--- config.mk ---
export PLATFORM = sky130hd
export DESIGN_NAME = counter_monitor
export DESIGN_NICKNAME = d
export VERILOG_FILES = /design/src/rtl/counter_pkg.sv /design/src/rtl/counter_monitor_event_slot.sv /design/src/rtl/counter_monitor.sv
export SDC_FILE = /design/constraint.sdc
export NUM_CORES = 1
export LEC_CHECK = 0
export CAP_MARGIN = 0
export CORE_UTILIZATION = 45
export CTS_BUF_LIST = sky130_fd_sc_hd__clkbuf_4 sky130_fd_sc_hd__clkbuf_8 sky130_fd_sc_hd__clkbuf_16
export CTS_CLUSTER_SIZE = 16
export DETAILED_ROUTE_END_ITERATION = 8
export GPL_TIMING_DRIVEN = 0
export PLACE_DENSITY = 0.72
export SETUP_SLACK_MARGIN = 0.1
export SLEW_MARGIN = 10
export SYNTH_ARGS = -nofsm -noshare
export SYNTH_HDL_FRONTEND = slang
export SYNTH_SLANG_ARGS = --single-unit
--- constraint.sdc ---
create_clock -name clock_i -period 2.9 [get_ports clock_i]
set_clock_uncertainty 0.1 [all_clocks]
set_input_delay 0.87 -clock clock_i [delete_from_list [all_inputs] [get_ports clock_i]]
set_output_delay 0.87 -clock clock_i [all_outputs]
set_load 0.05 [all_outputs]
--- src/rtl/counter_pkg.sv ---
// Shared types for the board counter checker.
//   mon_state_t  : checker FSM states
//   event_code_t : event codes reported on the monitor's event port
package counter_pkg;

  typedef enum logic [1:0] {
    INIT  = 2'b00,
    TRACK = 2'b01,
    FAULT = 2'b10
  } mon_state_t;

  typedef enum logic [1:0] {
    EV_NONE     = 2'b00,
    EV_WRAP     = 2'b01,
    EV_MISMATCH = 2'b10,
    EV_SAT      = 2'b11
  } event_code_t;

endpackage

--- src/rtl/counter_monitor_event_slot.sv ---
// One-entry valid/ready event buffer with a sticky drop flag.
// Ports:
//   clock_i, reset_n_i : clock, asynchronous active-low reset
//   clear_i            : synchronous clear of entry and drop flag
//   raise_i, code_i    : producer offers an event this cycle
//   valid_o, code_o    : held event, code stable until accepted
//   ready_i            : consumer accepts when valid_o && ready_i
//   dropped_o          : sticky, an event arrived while full and not accepted
module event_slot #(
  parameter int unsigned CODE_W = 2
) (
  input  logic              clock_i,
  input  logic              reset_n_i,
  input  logic              clear_i,
  input  logic              raise_i,
  input  logic [CODE_W-1:0] code_i,
  input  logic              ready_i,
  output logic              valid_o,
  output logic [CODE_W-1:0] code_o,
  output logic              dropped_o
);

  always_ff @(posedge clock_i or negedge reset_n_i) begin
    if (!reset_n_i) begin
      valid_o   <= 1'b0;
      code_o    <= '0;
      dropped_o <= 1'b0;
    end else if (clear_i) begin
      valid_o   <= 1'b0;
      code_o    <= '0;
      dropped_o <= 1'b0;
    end else begin
      // An acceptance on the same edge frees the entry for the new event.
      if (raise_i && (!valid_o || ready_i)) begin
        valid_o <= 1'b1;
        code_o  <= code_i;
      end else if (valid_o && ready_i) begin
        valid_o <= 1'b0;
      end
      if (raise_i && valid_o && !ready_i) begin
        dropped_o <= 1'b1;
      end
    end
  end

endmodule

--- src/rtl/counter_monitor.sv ---
// Checker for the enable-gated board counter. Verifies each step is +1
// (mod 2^WIDTH) when the previous enable was high, or a hold otherwise,
// counts wrap-arounds (saturating) and reports WRAP/MISMATCH/SATURATE events.
// Ports:
//   clock_i, reset_n_i : clock, asynchronous active-low reset
//   counter_value_i    : registered counter value under check
//   enable_i           : enable seen by the counter
//   clear_i            : synchronous clear of flags, count, slot; FSM -> INIT
//   wrap_count_o       : wraps seen, saturates at all-ones
//   error_o            : sticky mismatch flag
//   dropped_o          : sticky lost-event flag
//   event_valid_o/event_code_o/event_ready_i : event port
module counter_monitor
  import counter_pkg::*;
#(
  parameter int unsigned WIDTH      = 4,
  parameter int unsigned WRAP_CNT_W = 8
) (
  input  logic                  clock_i,
  input  logic                  reset_n_i,
  input  logic [WIDTH-1:0]      counter_value_i,
  input  logic                  enable_i,
  input  logic                  clear_i,
  output logic [WRAP_CNT_W-1:0] wrap_count_o,
  output logic                  error_o,
  output logic                  dropped_o,
  output logic                  event_valid_o,
  output logic [1:0]            event_code_o,
  input  logic                  event_ready_i
);

  localparam logic [WRAP_CNT_W-1:0] WRAP_MAX     = '1;
  localparam logic [WRAP_CNT_W-1:0] WRAP_PRE_SAT = WRAP_MAX - WRAP_CNT_W'(1);

  mon_state_t       state;
  logic [WIDTH-1:0] prev_val;
  logic             prev_en;
  logic [WIDTH-1:0] exp_val;
  logic             match;
  logic             wrap_seen;
  logic             raise;
  event_code_t      raise_code;

  always_comb begin
    exp_val    = prev_en ? prev_val + WIDTH'(1) : prev_val;
    match      = (counter_value_i == exp_val);
    wrap_seen  = prev_en && (prev_val == '1) && (counter_value_i == '0);
    raise      = 1'b0;
    raise_code = EV_NONE;
    if (!clear_i && state == TRACK) begin
      if (!match) begin
        raise      = 1'b1;
        raise_code = EV_MISMATCH;
      end else if (wrap_seen && wrap_count_o == WRAP_PRE_SAT) begin
        raise      = 1'b1;
        raise_code = EV_SAT;
      end else if (wrap_seen && wrap_count_o != WRAP_MAX) begin
        raise      = 1'b1;
        raise_code = EV_WRAP;
      end
    end
  end

  always_ff @(posedge clock_i or negedge reset_n_i) begin
    if (!reset_n_i) begin
      state        <= INIT;
      prev_val     <= '0;
      prev_en      <= 1'b0;
      wrap_count_o <= '0;
      error_o      <= 1'b0;
    end else begin
      // Sample registers run every edge, including during clear, so INIT
      // only needs one edge to have a valid reference.
      prev_val <= counter_value_i;
      prev_en  <= enable_i;
      if (clear_i) begin
        state        <= INIT;
        wrap_count_o <= '0;
        error_o      <= 1'b0;
      end else begin
        case (state)
          INIT: state <= TRACK;
          TRACK: begin
            if (!match) begin
              error_o <= 1'b1;
              state   <= FAULT;
            end else if (wrap_seen && wrap_count_o != WRAP_MAX) begin
              wrap_count_o <= wrap_count_o + WRAP_CNT_W'(1);
            end
          end
          FAULT: if (match) state <= TRACK;
          default: state <= INIT;
        endcase
      end
    end
  end

  event_slot #(
    .CODE_W (2)
  ) u_event_slot (
    .clock_i   (clock_i),
    .reset_n_i (reset_n_i),
    .clear_i   (clear_i),
    .raise_i   (raise),
    .code_i    (raise_code),
    .ready_i   (event_ready_i),
    .valid_o   (event_valid_o),
    .code_o    (event_code_o),
    .dropped_o (dropped_o)
  );

endmodule

# Word-level counts from Yosys, hierarchy flattened
# Cells that the tools add are included.
[totals]
n_memories = 0
ram_bits = 0
wordCells = 70
latch_bits = 0
register_bits = 20
mem_bits_ro = 0
input_bits = 9
[op_classes]
addsub = 2
n_reduce_logical = 24
n_mul = 0
mux = 27
n_eq_ne = 9
bitwise = 0
n_lt_le_gt_ge = 0
shifts = 0
div = 0
[ops]
columns = ["op", "count"]
rows = [
  ["two-way mux 8 bit", 4],
  ["two-way mux 2 bit", 8],
  ["two-way mux 1 bit", 13],
  ["nonzero test 2 bit", 5],
  ["logical AND 1 bit", 9],
  ["adder 8 x 1 -> 8 bit (second input constant)", 1],
  ["== test 8 bit (second input constant)", 1],
  ["inequality test 8 bit (second input constant)", 1],
  ["inequality test 3 bit (second input constant)", 2],
  ["one-hot mux 2 bit (3 select lines)", 1],
  ["adder 4 x 1 -> 4 bit (second input constant)", 1],
  ["== test 4 bit", 1],
  ["== test 4 bit (second input constant)", 1],
  ["zero test 4 bit", 1],
  ["two-way mux 4 bit", 1],
  ["AND reduction 2 bit", 2],
  ["zero test 1 bit", 3],
  ["AND reduction 3 bit", 1],
  ["nonzero test 3 bit", 1],
  ["== test 2 x 1 -> 1 bit (second input constant)", 1],
  ["== test 2 bit (second input constant)", 1],
  ["zero test 2 bit", 1],
  ["inequality test 2 bit (second input constant)", 1],
  ["logical OR 1 bit", 1],
]

# Depth between registers and ports, before layout
[depth]
depth_word = 12
ltp_mapped = 8
ltp_nobuf = 6

# Modules after synthesis
# From an unflattened synthesis, not the netlist that was laid out.
[unflattened]
hier_cells = 111
area_unflattened_um2 = 1161.1
[by_module_without_submodules]
columns = ["mod", "cells_per_inst", "n_inst", "area_per_inst_um2"]
rows = [
  ["counter_monitor", 95, 1, 972.2],
  ["event_slot", 16, 1, 188.9],
]

# Worst setup path after synthesis
# No wires, ideal clock.
[synth_path]
path_type = "input -> register"
start = "in counter_value_i[0]"
end = "reg wrap_count_o[2]"
required_time_ns = 2.722
path_buffers = 1
arrival_ns = 2.530
path_stages = 6
setup_slack_ns = 0.192
setup_time_ns = 0.078
cell_sequence = "xor2_1 -> mux2_1 -> a2111o_1 -> buf_6 -> or4_1 -> a21oi_1"
[synth_between]
elab_chain_len = 5
word_cells_on_any_way = 7
cone_classes = "1 x eq/ne; 6 x reduce/logical"
[synth_rtl]
columns = ["item", "line", "text"]
rows = [
  ["from (decl)", "counter_monitor.sv:21", "input logic [WIDTH-1:0] counter_value_i,"],
  ["zero test 4 bit", "counter_monitor.sv:47", "wrap_seen = prev_en && (prev_val == '1) && (counter_value_i == '0);"],
  ["logical AND 1 bit", "counter_monitor.sv:47", ""],
  ["logical AND 1 bit", "counter_monitor.sv:87", "end else if (wrap_seen && wrap_count_o != WRAP_MAX) begin"],
  ["nonzero test 2 bit (no source line)", "--", ""],
  ["AND reduction 3 bit (no source line) (*)", "--", ""],
  ["to (signal assigned)", "counter_monitor.sv:88", "wrap_count_o <= wrap_count_o + WRAP_CNT_W'(1);"],
  ["to (decl)", "counter_monitor.sv:24", "output logic [WRAP_CNT_W-1:0] wrap_count_o,"],
]
# Mark *: on every way between the ends. The rest lies on a longest branch, timed or not.
# A chain may end at the register's enable or synchronous reset.

# Worst setup path in the final report
[layout_path]
start = "in counter_value_i[2]"
end = "reg wrap_count_o[7]"
# Same word-level chain as after synthesis.

==> impl_metrics.ini <==
[placement]
dp_cells = 151
post-place-ws_ps = -494
io_buffers = 21
place_congestion = 0.747
detailed_place_hpwl_um = 1560

[timing]
worst_pin_slew_ps = 887
setup_viol_count_final = 0
finalCriticalPeriod_ps = 2710
maxSlewViolCount = 0
slew_headroom = 0.407
max_clock_freq_ghz = 0.369
rsz0062_at_grt = no
timing.final.crit_share = 0.935
holdWs_ps = 416
worst_slack_ps = 189
final_hold_viol_count = 0

[synthesis]
syn_nets = 114
syn_avg_cell_area_um2 = 10.2
synthAdderAreaFrac = 0.0459
synth_top_family_by_area = simple AND/OR/NAND/NOR gates
synth_area_leaders = dfrtp_1 (48%), a21oi_1 (5.8%), o31ai_1 (4.3%), or4_1 (4.3%), ha_1 (3.6%)
ys_ff_latch = 20
synthesis.area_um2 = 1040
synth_common_cells = dfrtp_1 (20), a21oi_1 (12), nand3_1 (7)
synth_most_common_cell = dfrtp_1
synth_cells = 102
synth_compound_area_frac = 0.175
synth_edf_count = 0
synth_ff_type = dfrtp_1
ys_types = 32
synth_top_area_frac = 0.483
synth_area_leader_cell = dfrtp_1
ys_seq_area_frac = 0.483
synth-async-reset-ratio = 1.00
ys_warn_count = 0
synthXorXnorAreaFrac = 0.0507
synth_simple_gate_area_frac = 0.185
yosys-mux-area-fraction = 0.0205

[power_and_ir_drop]
netSwitchingPower_w = 0.000174
pwr-share-seq = 0.514
switching_share = 0.289
p_int_w = 0.000428
ir_drop_v = 0.000256
p_comb_frac = 0.223
finalPower_w = 0.000602
powerDensity_nw_per_um2 = 439
clockPowerShare = 0.263
leakage_nw = 0.544

[floorplanning]
start_util = 0.473
die_h_um = 50.0
die-width_um = 50.0
dieArea_um2 = 2500
core_um2 = 2190
pin_count = 22
placementRows = 17

[detailed_routing]
drc_errors = 0
totalWireLength_um = 2220
vias = 905
antenna_left = 0
via_per_inst = 5.73
drtIter0Drc = 19
firstDrtPassIters = 4
wl_per_cell_um = 14.0

[finish]
final_layout_size_suffix_gt1_frac = 0.108
fillers = 193
antenna-diode-count = 0
fin_cells = 158
layout.nets = 143
post-route-util = 0.625
syn2layout_area_growth_pct = 32.2

[clock_tree]
clkLatencyLatePin_ps = 290
cts.clk_slew.worst_paths_ps = 110
cts_tree = yes
clock-root-buffer = clkbuf_4
cts_buffers = 3
ctsHtreeMaxLevel = 1
cts_hold_buffers = 0
cts.sinks = 20
clockBufferDepth = 2

[job]
max-cap-violations = 0

[grt]
grt_max_degree = 21
grt_pass1_vias = 841
grt_pass1_wl_um = 3820
antenna_found_initial = 0
grt_use_total = 0.205
grt_overflow_total = 0

[setup_path]
end_kind = register
cp.required_ps = 3020
worst-setup-path-type = in2reg
arrival_ps = 2830
cp_max_fo = 5
startpoint_type = input port

[min_path]
hp-class = reg2reg

[outcome]
status = completed
==> final cells by class <==
cell class              count  area, um^2  share of cell area
clock buffers               4        36.3              0.0265
well taps                  28        35.0              0.0256
multi-input cells          73         526               0.384
plain buffers               4        23.8              0.0174
repair buffers             24         230               0.168
inverters                   5        18.8              0.0137
flip-flops and latches     20         500               0.365
==> cells by family after synthesis <==
family / count (synthesis)
AO/OA/AOI/OAI: 29
XOR/XNOR: 6
adder cells (fa/ha/maj): 4
buffers and inverters: 9
flip-flops: 20
multiplexers: 2
AND/OR/NAND/NOR: 32
==> path summary, 6_finish.rpt <==
path                               startpoint         endpoint  slack, ps  depth (start not counted)
setup / recovery           counter_value_i[2]  wrap_count_o[7]        190                          7
hold / removal                        error_o          error_o        420                          2
setup reg to reg                  prev_val[0]  wrap_count_o[7]        310                          7
hold reg to reg                       error_o          error_o        420                          2
max in group asynchronous           reset_n_i  wrap_count_o[1]       1190                          1
min in group asynchronous           reset_n_i      prev_val[1]        970                          1
==> power by group through the flow <==
stage,clock [W],sequential (W),combinational [W]
final,0.000159,0.000309,0.000134
after global routing,0.000178,0.000312,0.000146
after CTS,0.000163,0.000309,0.000132
after detailed placement,0,0.000314,0.000125
after global placement,0,0.000313,0.000124
after floorplan,0,0.000339,0.0000525
==> worst max-delay path: stages <==
cell and delay, ps:
clkdlybuf4s50_1 510, xnor2_1 150, a31oi_1 70, a2111o_1 420, buf_4 160, or4_1 490
a21oi_1 160
==> per-stage QoR <==
step           setup TNS, ps  cell area, um^2
2_1_floorplan              0             1040
3_3_place_gp           -5570             1280
3_5_place_dp           -5480             1280
4_1_cts                    0             1350
5_1_grt                    0             1370
6_report                   0             1370
==> state kept, by name, indices dropped and copies added, names as in the netlist <==
signal,flops
prev_val,4
prev_en,1
wrap_count_o,8
u_event_slot.valid_o,1
u_event_slot.dropped_o,1
state,2
u_event_slot.code_o,2
error_o,1
==> cells in the final DEF, fill, tap and decap left out, types with 2 or more instances in the layout <==
| cell type | count |
|---|---|
| nand3_1 | 6 |
| nor2_1 | 4 |
| inv_1 | 5 |
| and3_1 | 3 |
| xor2_1 | 2 |
| a211oi_1 | 2 |
| clkbuf_2 | 2 |
| o21ai_0 | 4 |
| or4_1 | 6 |
| clkbuf_1 | 2 |
| xnor2_1 | 3 |
| clkdlybuf4s50_1 | 19 |
| clkbuf_4 | 3 |
| ha_1 | 3 |
| dfrtp_1 | 20 |
| buf_4 | 3 |
| o31ai_1 | 6 |
| a21oi_1 | 11 |
| nand2b_1 | 3 |
| or3_1 | 2 |
==> timing repair <==
action,CTS,global route
gates resized for setup,4,6
gates cloned,0,0
endpoints found under the hold margin,0,0
pin swaps,2,1
endpoints found under the setup margin,15,9
setup buffers,3,0
==> layer usage <==
| metal | global-route usage | part of all wire | vias up |
|---|---|---|---|
| li1 | - | - | 439 |
| met1 | 0.259 | 0.42 | 437 |
| met2 | 0.340 | 0.52 | 27 |
| met3 | 0.0278 | 0.048 | 2 |
| met4 | 0.0952 | 0.0077 | 0 |
| met5 | 0 | 0 | - |
(Power assumes the default switching activity.)
